<file path="src/rtl/dac_tx.sv">
// Serial transmitter for a DAC121S101-class DAC: 16-bit frames shifted MSB first
// on sdata with a divided-down sclk and an active-low sync strobe.
module dac_tx #(
   parameter int unsigned CLK_DIV = 4,
   parameter logic [1:0]  PD_MODE = 2'b00
) (
   input  logic        clk,
   input  logic        rst,
   input  logic        tx_start,
   input  logic [11:0] din,
   output logic        busy,
   output logic        tx_done_tick,
   output logic        sclk,
   output logic        sync,
   output logic        sdata
);

   localparam int unsigned     DivW       = $clog2(2 * CLK_DIV);
   localparam logic [DivW-1:0] PeriodLast = DivW'(2 * CLK_DIV - 1);
   localparam logic [DivW-1:0] HalfCnt    = DivW'(CLK_DIV);
   localparam logic [DivW-1:0] QuietLast  = DivW'(CLK_DIV - 1);

   typedef enum logic [1:0] {StIdle, StShift, StQuiet} state_e;

   state_e            state_q, state_d;
   logic [DivW-1:0]   div_q, div_d;
   logic [3:0]        bit_q, bit_d;
   logic [15:0]       shreg_q, shreg_d;
   logic              sclk_q, sclk_d;
   logic              sync_q, sync_d;
   logic              sdata_q, sdata_d;
   logic              busy_q, busy_d;
   logic              done_q, done_d;

   // Output flops are loaded with the values for the next cycle, so every pin
   // comes straight from a register.
   always_comb begin
      state_d = state_q;
      div_d   = div_q;
      bit_d   = bit_q;
      shreg_d = shreg_q;
      sclk_d  = 1'b1;
      sync_d  = 1'b1;
      sdata_d = 1'b0;
      busy_d  = 1'b0;
      done_d  = 1'b0;
      unique case (state_q)
         StIdle: begin
            if (tx_start) begin
               state_d = StShift;
               div_d   = '0;
               bit_d   = '0;
               shreg_d = {2'b00, PD_MODE, din};
               sync_d  = 1'b0;
               busy_d  = 1'b1;
               sdata_d = shreg_d[15];
            end
         end
         StShift: begin
            busy_d = 1'b1;
            sync_d = 1'b0;
            if (div_q == PeriodLast) begin
               div_d = '0;
               // Terminal count on the 16th bit: never wraps into a 17th
               if (bit_q == 4'd15) begin
                  state_d = StQuiet;
                  sync_d  = 1'b1;
                  done_d  = 1'b1;
               end else begin
                  bit_d   = bit_q + 4'd1;
                  shreg_d = {shreg_q[14:0], 1'b0};
               end
            end else begin
               div_d = div_q + 1'b1;
            end
            if (state_d == StShift) begin
               sclk_d  = (div_d < HalfCnt);
               sdata_d = shreg_d[15];
            end
         end
         StQuiet: begin
            busy_d = 1'b1;
            if (div_q == QuietLast) begin
               state_d = StIdle;
               busy_d  = 1'b0;
            end else begin
               div_d = div_q + 1'b1;
            end
         end
         default: state_d = StIdle;
      endcase
   end

   always_ff @(posedge clk or negedge rst) begin
      if (!rst) begin
         state_q <= StIdle;
         div_q   <= '0;
         bit_q   <= '0;
         shreg_q <= '0;
         sclk_q  <= 1'b1;
         sync_q  <= 1'b1;
         sdata_q <= 1'b0;
         busy_q  <= 1'b0;
         done_q  <= 1'b0;
      end else begin
         state_q <= state_d;
         div_q   <= div_d;
         bit_q   <= bit_d;
         shreg_q <= shreg_d;
         sclk_q  <= sclk_d;
         sync_q  <= sync_d;
         sdata_q <= sdata_d;
         busy_q  <= busy_d;
         done_q  <= done_d;
      end
   end

   assign sclk         = sclk_q;
   assign sync         = sync_q;
   assign sdata        = sdata_q;
   assign busy         = busy_q;
   assign tx_done_tick = done_q;

endmodule

</file>
<file path="config.mk">
export PLATFORM = sky130hd
export DESIGN_NAME = dac_tx
export DESIGN_NICKNAME = d
export VERILOG_FILES = /design/src/rtl/dac_tx.sv
export SDC_FILE = /design/constraint.sdc
export NUM_CORES = 1
export LEC_CHECK = 0
export CORE_ASPECT_RATIO = 1.5
export CORE_UTILIZATION = 30
export DETAILED_ROUTE_END_ITERATION = 10
export PLACE_DENSITY = 0.54
export RECOVER_POWER = 100
export SLEW_MARGIN = 0
export SYNTH_ARGS = -nofsm -noshare
export SYNTH_HDL_FRONTEND = slang
export SYNTH_SLANG_ARGS = --single-unit
</file>
<file path="constraint.sdc">
create_clock -name clk -period 3.5 [get_ports clk]
set_clock_uncertainty 0.05 [all_clocks]
set_input_delay 0.35 -clock clk [delete_from_list [all_inputs] [get_ports clk]]
set_output_delay 0.35 -clock clk [all_outputs]
set_load 0.03 [all_outputs]
</file>
Word level (Yosys, flattened, before mapping) --
Index checks and enable logic that the tools add are counted.
Cells by class: mux-type cells 31, $add $sub $neg 2, reductions and logical operators 7, $lt $le $gt $ge 1, eq/ne operators 11
Operators by type and width (number):
- $mux W16 | 3
- $pmux W16 S2 | 1
- $mux W3 | 4
- $mux W4 | 3
- $mux W1 | 10
- $mux W2 | 5
- $ne A2 B2 Y1 const B | 5
- $pmux W3 S3 | 1
- $pmux W4 S2 | 1
- $pmux W2 S3 | 1
- $add A4 B1 Y4 const B | 1
- $eq A2 B1 Y1 const B | 2
- $eq A4 B4 Y1 const B | 1
- $reduce_and A2 Y1 | 2
- $reduce_and A4 Y1 | 1
- $add A3 B1 Y3 const B | 1
- $eq A3 B2 Y1 const B | 1
- $eq A3 B3 Y1 const B | 1
- $lt A3 B3 Y1 const B | 1
- $pmux W1 S3 | 1
- $reduce_and A3 Y1 | 1
- $reduce_bool A3 Y1 | 1
- $eq A2 B2 Y1 const B | 1
- $logic_not A2 Y1 | 1
- other kinds (2) | 2
Storage, ports and cells: logic and storage cells 62, bits of input ports 15, bits in registers 30, output and inout bits 5

Logic depth before layout (Yosys ltp) --
Gate-level depths: netlist of the first run.
word-level depth 7, gate-level depth with buffers 8, mapped depth without buffers 6

Worst setup path before layout of the first run --
No wires, ideal clock.
kind register -> register, start point register div_q[0], end point register shreg_q[11], data arrival time 1586 ps, buffers on the path 2, path slack 1791 ps, cell stages (with the launch flop) 9, setup time 73 ps, cells stage by stage dfrtp_1 ha_1 ha_1 clkbuf_1 nor2b_1 nor3_4 buf_6 nor2_1 a21oi_2
On the way: longest elaborated chain between the ends 3
RTL lines:
- start: declaration | line 26 | logic [DivW-1:0] div_q, div_d;
- start signal: assignment | line 107 | div_q <= div_d;
- $eq A3 B3 Y1 | line 62 | if (div_q == PeriodLast) begin
- $ne A2 B2 Y1 (no source line)
- $reduce_and A4 Y1 (no source line)
- end signal: assignment | line 109 | shreg_q <= shreg_d;
- end: declaration | line 28 | logic [15:0] shreg_q, shreg_d;
Every way passes these cells. A chain may end at the register's enable or synchronous reset.

Worst setup path after layout of the first run --
start point register state_q[1], end point register shreg_q[1]
On the way: longest elaborated chain between the ends 3, elaborated cells between the ends (all ways) 8, those cells by class 4 x eq/ne; 1 x mux; 3 x reduce/logical
RTL lines:
- start: declaration | line 25 | state_e state_q, state_d;
- start signal: assignment | line 96 | state_q <= StIdle;
- start signal: assignment | line 106 | state_q <= state_d;
- $eq A2 B1 Y1 or $logic_not A2 Y1 (tied branches) | line 47 | unique case (state_q)
- $ne A2 B2 Y1 (no source line) or $reduce_bool A2 Y1 (tied branches)
- $reduce_and A4 Y1 (no source line)
Several ways; a longest one is shown, not always the timed one.

==> qor.yml, run 1 <==
clocking:
  cts-buffers-inserted: 5
  clkTransAtPathRegs_ns: 0.06
  clock_latency_ns: 0.28
  clockBufferDepth: 2
  cts_resized: 0
  cts_tree: "done"
  clkSinkCount: 30
  clock_tree.htree_level_count: 2
  cts_hold_buffers: 0
  cts_root_buf: "clkbuf_8"
  post_cts_buffers: 0
outcome:
  status: "finished, violations left"
  violations: "capacitance limit, slew limit"
die:
  die-area_um2: 5760
  chipWidth_um: 62.3
  initial_core_util: 0.314
  coreArea_um2: 5200
  ioPinCount: 20
  die_h_um: 92.4
  rows: 32
grt:
  use_met1: 0.171
  use_met2: 0.252
  top_usage_layer: "met2"
  grt_pass1_wl_mm: 6.53
  antenna_found_initial: 0
  grt.overflow.total: 0
  grt.total_usage: 0.146
  use_met3: 0.0333
  grt_pass1_vias: 1384
  grt_max_degree: 31
timing:
  worstMarginPinSlew_ns: 1.63
  maxSlewHeadroom: -0.0842
  tns_ns: 0
  setup_viol: 0
  final_hold_viol_count: 0
  max_freq_mhz: 364
  slew_viol_final: 31
  worst_slack_ns: 0.756
  finalCritPeriodShare: 0.784
  rsz0062_at_grt: "false"
  period_needed_ns: 2.74
critical_path:
  cp.arrival_ns: 2.82
  r2r_end: "shreg_q[1]"
  regToRegSetupSlack_ns: 0.76
  end_kind: "flop"
  crit_required_ns: 3.57
  r2r_cells: 5
  path_class: "reg -> reg"
  timing.rr.start: "state_q[1]"
  startpoint_type: "flop"
  crit_fanout: 23
synth:
  syn_area_um2: 1640
  postSynthCellCount: 173
  yosysWarnings: 0
  synth_area_per_cell_um2: 9.45
  synth-seq-cells: 30
  synth_cell_types: 41
  ys_seq_area_frac: 0.461
  syn-num-nets: 197
  yosys.area.top_type: "dfrtp_1"
  synth_area_leaders: "dfrtp_1 43%, ha_1 6.9%, a21oi_1 4.9%"
  synth_top_area_frac: 0.428
power:
  max-vdd-ir-drop_mv: 0.309
  powerDensity_nw_per_um2: 686
  p_leak_nw: 0.836
  power.total_mw: 1.34
placement:
  dp_slack_ns: 1.10
  io_buffers: 19
  dp_hpwl_mm: 2.64
  gp_congestion: 0.818
route:
  drc: 0
  detail_route.wl_per_cell_um: 14.5
  vias: 1337
  drtAntennaViolNets: 0
  via_per_inst: 5.14
  first_iter_violations: 68
  finalWirelength_mm: 3.78
  drt_first_pass_iters: 4
flow_run:
  cap_violations: 1
hold_path:
  whs_path_depth: 1
  min_to: "div_q[1]"
  hp-start: "div_q[1]"
  min_path_type: "reg -> reg"
layout:
  fin_nets: 215
  areaGrowthSynthToFinish_pct: 19.2
  layout-drive-gt1-share: 0.0625
  antennaDiodeCount: 0
-- how the worst max path moves through the flow --
stage	slack, ns	start	to	cells past startpoint
after global placement	1.18	state_q[1]	shreg_q[1]	5
final	0.76	state_q[1]	shreg_q[1]	5
after floorplan	1.79	div_q[0]	shreg_q[11]	8
after global routing	0.50	state_q[1]	shreg_q[1]	5
after detailed placement	1.10	state_q[1]	shreg_q[1]	5
after CTS	1.10	state_q[1]	shreg_q[1]	5
-- cell families after synthesis --
family,count (synthesis),synth area share
AND/OR/NAND/NOR,56,0.178
flip-flops,30,0.461
adder cells (fa/ha/maj),9,0.0689
buffers and inverters,16,0.0444
AO/OA/AOI/OAI,58,0.221
multiplexers,4,0.0275
-- registers in the layout (all words and copies together) (netlist names) --
name          flops
bit_q             4
busy              1
div_q             3
sclk              1
sdata             1
shreg_q          16
state_q           2
sync              1
tx_done_tick      1
-- metrics by stage --
step                      cells  cell area [um^2]  hold WS (ns)  utilization
after global routing        260              1950         0.497        0.375
after detailed placement    252              1870         0.456        0.360
final                       260              1950         0.466        0.375
after CTS                   260              1960         0.434        0.377
after floorplan             173              1640       0.00441            -
after global placement      252              1870         0.454        0.360
-- metal layers --
layer | vias to the layer above | wire length [um]
li1 | 665 | -
met1 | 636 | 1710
met2 | 31 | 1890
met3 | 5 | 146
met4 | 0 | 40
met5 | - | 0
-- worst max-delay path, cell delays in order, from the launching register on --
cell and delay, ns:
dfrtp_1 0.43, inv_1 0.10, ha_1 0.61, mux2i_1 0.30
nor3_2 0.90, o221ai_1 0.20
-- final cells by class --
type | instances | area (um^2)
tap | 68 | 85.1
timing repair buffer | 20 | 194
multi-input combinational | 127 | 800
inverter | 7 | 26.3
clock buffer | 7 | 86.3
clock inverter | 1 | 5.00
fill | 546 | 3260
sequential | 30 | 753
-- power by group --
group          total (mW)  switching [mW]  internal (mW)
registers           0.545          0.0767          0.469
clock network       0.286           0.128          0.158
logic               0.506           0.318          0.187
total                1.34           0.523          0.814
-- cells in the mapped netlist --
cell,count
o21a_1,2
dfstp_2,2
and2b_1,1
or4_1,1
o221ai_1,1
nand2b_1,3
buf_6,1
nor3_1,1
mux2i_1,2
a22oi_1,9
a211oi_1,1
a21oi_2,1
mux2_2,1
o41ai_1,1
dfrtp_1,28
inv_1,7
nand2_1,9
nand3_1,11
a41oi_1,1
mux2i_2,1
and3_1,1
buf_2,4
o21ai_0,11
buf_1,1
ha_1,9
nand4_1,2
o311ai_0,1
and2_1,2
nor4_1,1
a31oi_1,9
a21o_1,1
and4_1,2
o211ai_1,2
a21oi_1,16
a22o_1,1
or3_1,1
nor3_4,1
nor2b_1,4
clkbuf_1,3
nor2_1,16
o21ai_1,1
-- layout by cell type (no fill, tap or decap), drive strengths merged, types with 2 or more instances in the layout --
cell type,instances
dfrtp,28
a21oi,17
nor2,16
clkdlybuf4s50,13
o21ai,12
nand3,11
nand2,9
a31oi,9
a22oi,9
ha,9
clkbuf,8
inv,7
dlygate4sd3,6
nor2b,4
nand2b,3
mux2i,3
and2,2
and4,2
nand4,2
o211ai,2
o21a,2
dfstp,2
nor3,2
(Power assumes the default switching activity.)
==> inputs of run 2 (changes only) <==
clock period = 2.8 ns   (was 3.5 ns; I/O delays follow)
==> qor.yml, run 2 (same netlist as run 1, synthesis figures left out) <==
clocking:
  cts_root_buf: "clkbuf_8"
  clkSinkCount: 30  # unchanged
  clock_latency_ns: 0.29  # about the same
  clkTransAtPathRegs_ns: 0.06  # about the same
  cts_tree: "done"
  clockBufferDepth: 2  # unchanged
  post_cts_buffers: 0  # unchanged
  cts_hold_buffers: 0  # unchanged
  clock_tree.htree_level_count: 2  # unchanged
  cts-buffers-inserted: 5  # unchanged
  cts_resized: 0  # unchanged
die:
  chipWidth_um: 62.3  # unchanged
  ioPinCount: 20  # unchanged
  die_h_um: 92.4  # unchanged
  rows: 32  # unchanged
  initial_core_util: 0.314  # unchanged
  die-area_um2: 5760  # unchanged
  coreArea_um2: 5200  # unchanged
route:
  drtAntennaViolNets: 0  # unchanged
  first_iter_violations: 45  # -34%
  finalWirelength_mm: 3.78  # about the same
  detail_route.wl_per_cell_um: 14.4  # -0.79%
  drc: 0  # unchanged
  via_per_inst: 5.19  # +0.94%
  drt_first_pass_iters: 4  # unchanged
  vias: 1360  # +1.7%
timing:
  setup_viol: 0  # unchanged
  finalCritPeriodShare: 0.803  # +0.0185
  worstMarginPinSlew_ns: 1.59  # -0.0332 ns
  rsz0062_at_grt: "false"
  max_freq_mhz: 445  # +22%
  maxSlewHeadroom: -0.0620  # +0.0221
  final_hold_viol_count: 0  # unchanged
  tns_ns: 0  # unchanged
  slew_viol_final: 31  # unchanged
  period_needed_ns: 2.25  # -0.497 ns
placement:
  placed_cell_area_um2: 1890  # +0.80%
  gp_congestion: 0.809  # -1.1%
  dp_hpwl_mm: 2.65  # +0.55%
  io_buffers: 19  # unchanged
layout:
  largest-register: "shreg_q"
  layout-drive-gt1-share: 0.0722  # +0.00966
  mostFrequentLayoutCells: "28 x dfrtp_1, 16 x nor2_1, 16 x a21oi_1"
  post-route-util: 0.381  # +0.00649
  nFillCells: 540  # -1.1%
  areaGrowthSynthToFinish_pct: 21.3
  top_regs: "shreg_q (16), bit_q (4), div_q (3)"
  final_common_cell: "dfrtp_1"
  fin_area_um2: 1980  # +1.7%
  antennaDiodeCount: 0  # unchanged
  largest_reg_flops: 16  # unchanged
  fin_nets: 217  # +0.93%
critical_path:
  path_class: "reg -> reg"
  cp.arrival_ns: 2.37  # -0.45 ns
  startpoint_type: "flop"
  end_kind: "flop"
  crit_required_ns: 2.92  # -0.65 ns
  crit_fanout: 19  # -17%
hold_path:
  min_path_type: "reg -> reg"
power:
  p_leak_nw: 0.850  # +1.8%
  max-vdd-ir-drop_mv: 0.367  # +19%
  powerDensity_nw_per_um2: 878  # +28%
grt:
  grt_pass1_vias: 1394  # +0.72%
  grt_max_degree: 31  # unchanged
  grt.total_usage: 0.145  # -0.000901
  grt_pass1_wl_mm: 6.48  # -0.74%
  antenna_found_initial: 0  # unchanged
  grt.overflow.total: 0  # unchanged
outcome:
  status: "finished, violations left"
  violations: "capacitance limit, slew limit"
flow_run:
  cap_violations: 1  # unchanged
[run 2: changes by cell type in the layout (fill, tap and decap cells not counted), sizes merged]
| cell | before | now |
|---|---|---|
| clkinv | 1 | 0 |
| clkbuf | 8 | 11 |
[run 2: final timing paths]
path                             from     endpoint  slack [ns]  cells after the start
setup / recovery           state_q[0]  shreg_q[11]        0.55                      7
hold / removal               div_q[1]     div_q[1]        0.46                      1
max in group asynchronous         rst        sdata        0.90                      2
hold reg to reg              div_q[1]     div_q[1]        0.46                      1
setup reg to reg           state_q[0]  shreg_q[11]        0.55                      7
min in group asynchronous         rst   shreg_q[6]        0.87                      2
[run 2: report_power, final]
group          leakage [nW]  total, mW  internal (mW)  switching [mW]
Sequential            0.379      0.677          0.586          0.0918
Combinational         0.414      0.652          0.243           0.409
Clock                0.0575      0.411          0.248           0.163
[run 2: through the flow]
step | instances | hold slack, ns | setup slack (ns) | total power [mW]
floorplan | 173 | -0.0656 | 1.09 | 1.18
global placement | 254 | 0.445 | 0.657 | 1.37
detailed placement | 254 | 0.451 | 0.650 | 1.37
CTS | 262 | 0.349 | 0.646 | 1.79
global route | 262 | 0.499 | 0.279 | 1.88
finish | 262 | 0.463 | 0.553 | 1.74
[run 2: cell type report]
class	instances	area [um^2]	share of cell area
Clock buffer	8	110	0.0555
Sequential cell	30	753	0.380
Tap cell	68	85.1	0.0429
Timing Repair Buffer	22	203	0.102
Multi-Input combinational cell	127	806	0.406
Inverter	7	26.3	0.0132
[run 2: worst max-delay path, cell delays in order (launching register included)]
cell      delay (ns)
dfrtp_1         0.42
inv_1           0.13
ha_1            0.43
mux2i_1         0.52
nor3_4          0.08
clkbuf_2        0.28
nor2_1          0.19
a21oi_2         0.04
[run 2: routing by layer]
metal | GRT usage | vias up | part of all wire
met5 | 0 | - | 0
met4 | 0.0930 | 0 | 0.034
met3 | 0.0357 | 8 | 0.051
met2 | 0.249 | 37 | 0.49
met1 | 0.159 | 641 | 0.42
li1 | - | 674 | -
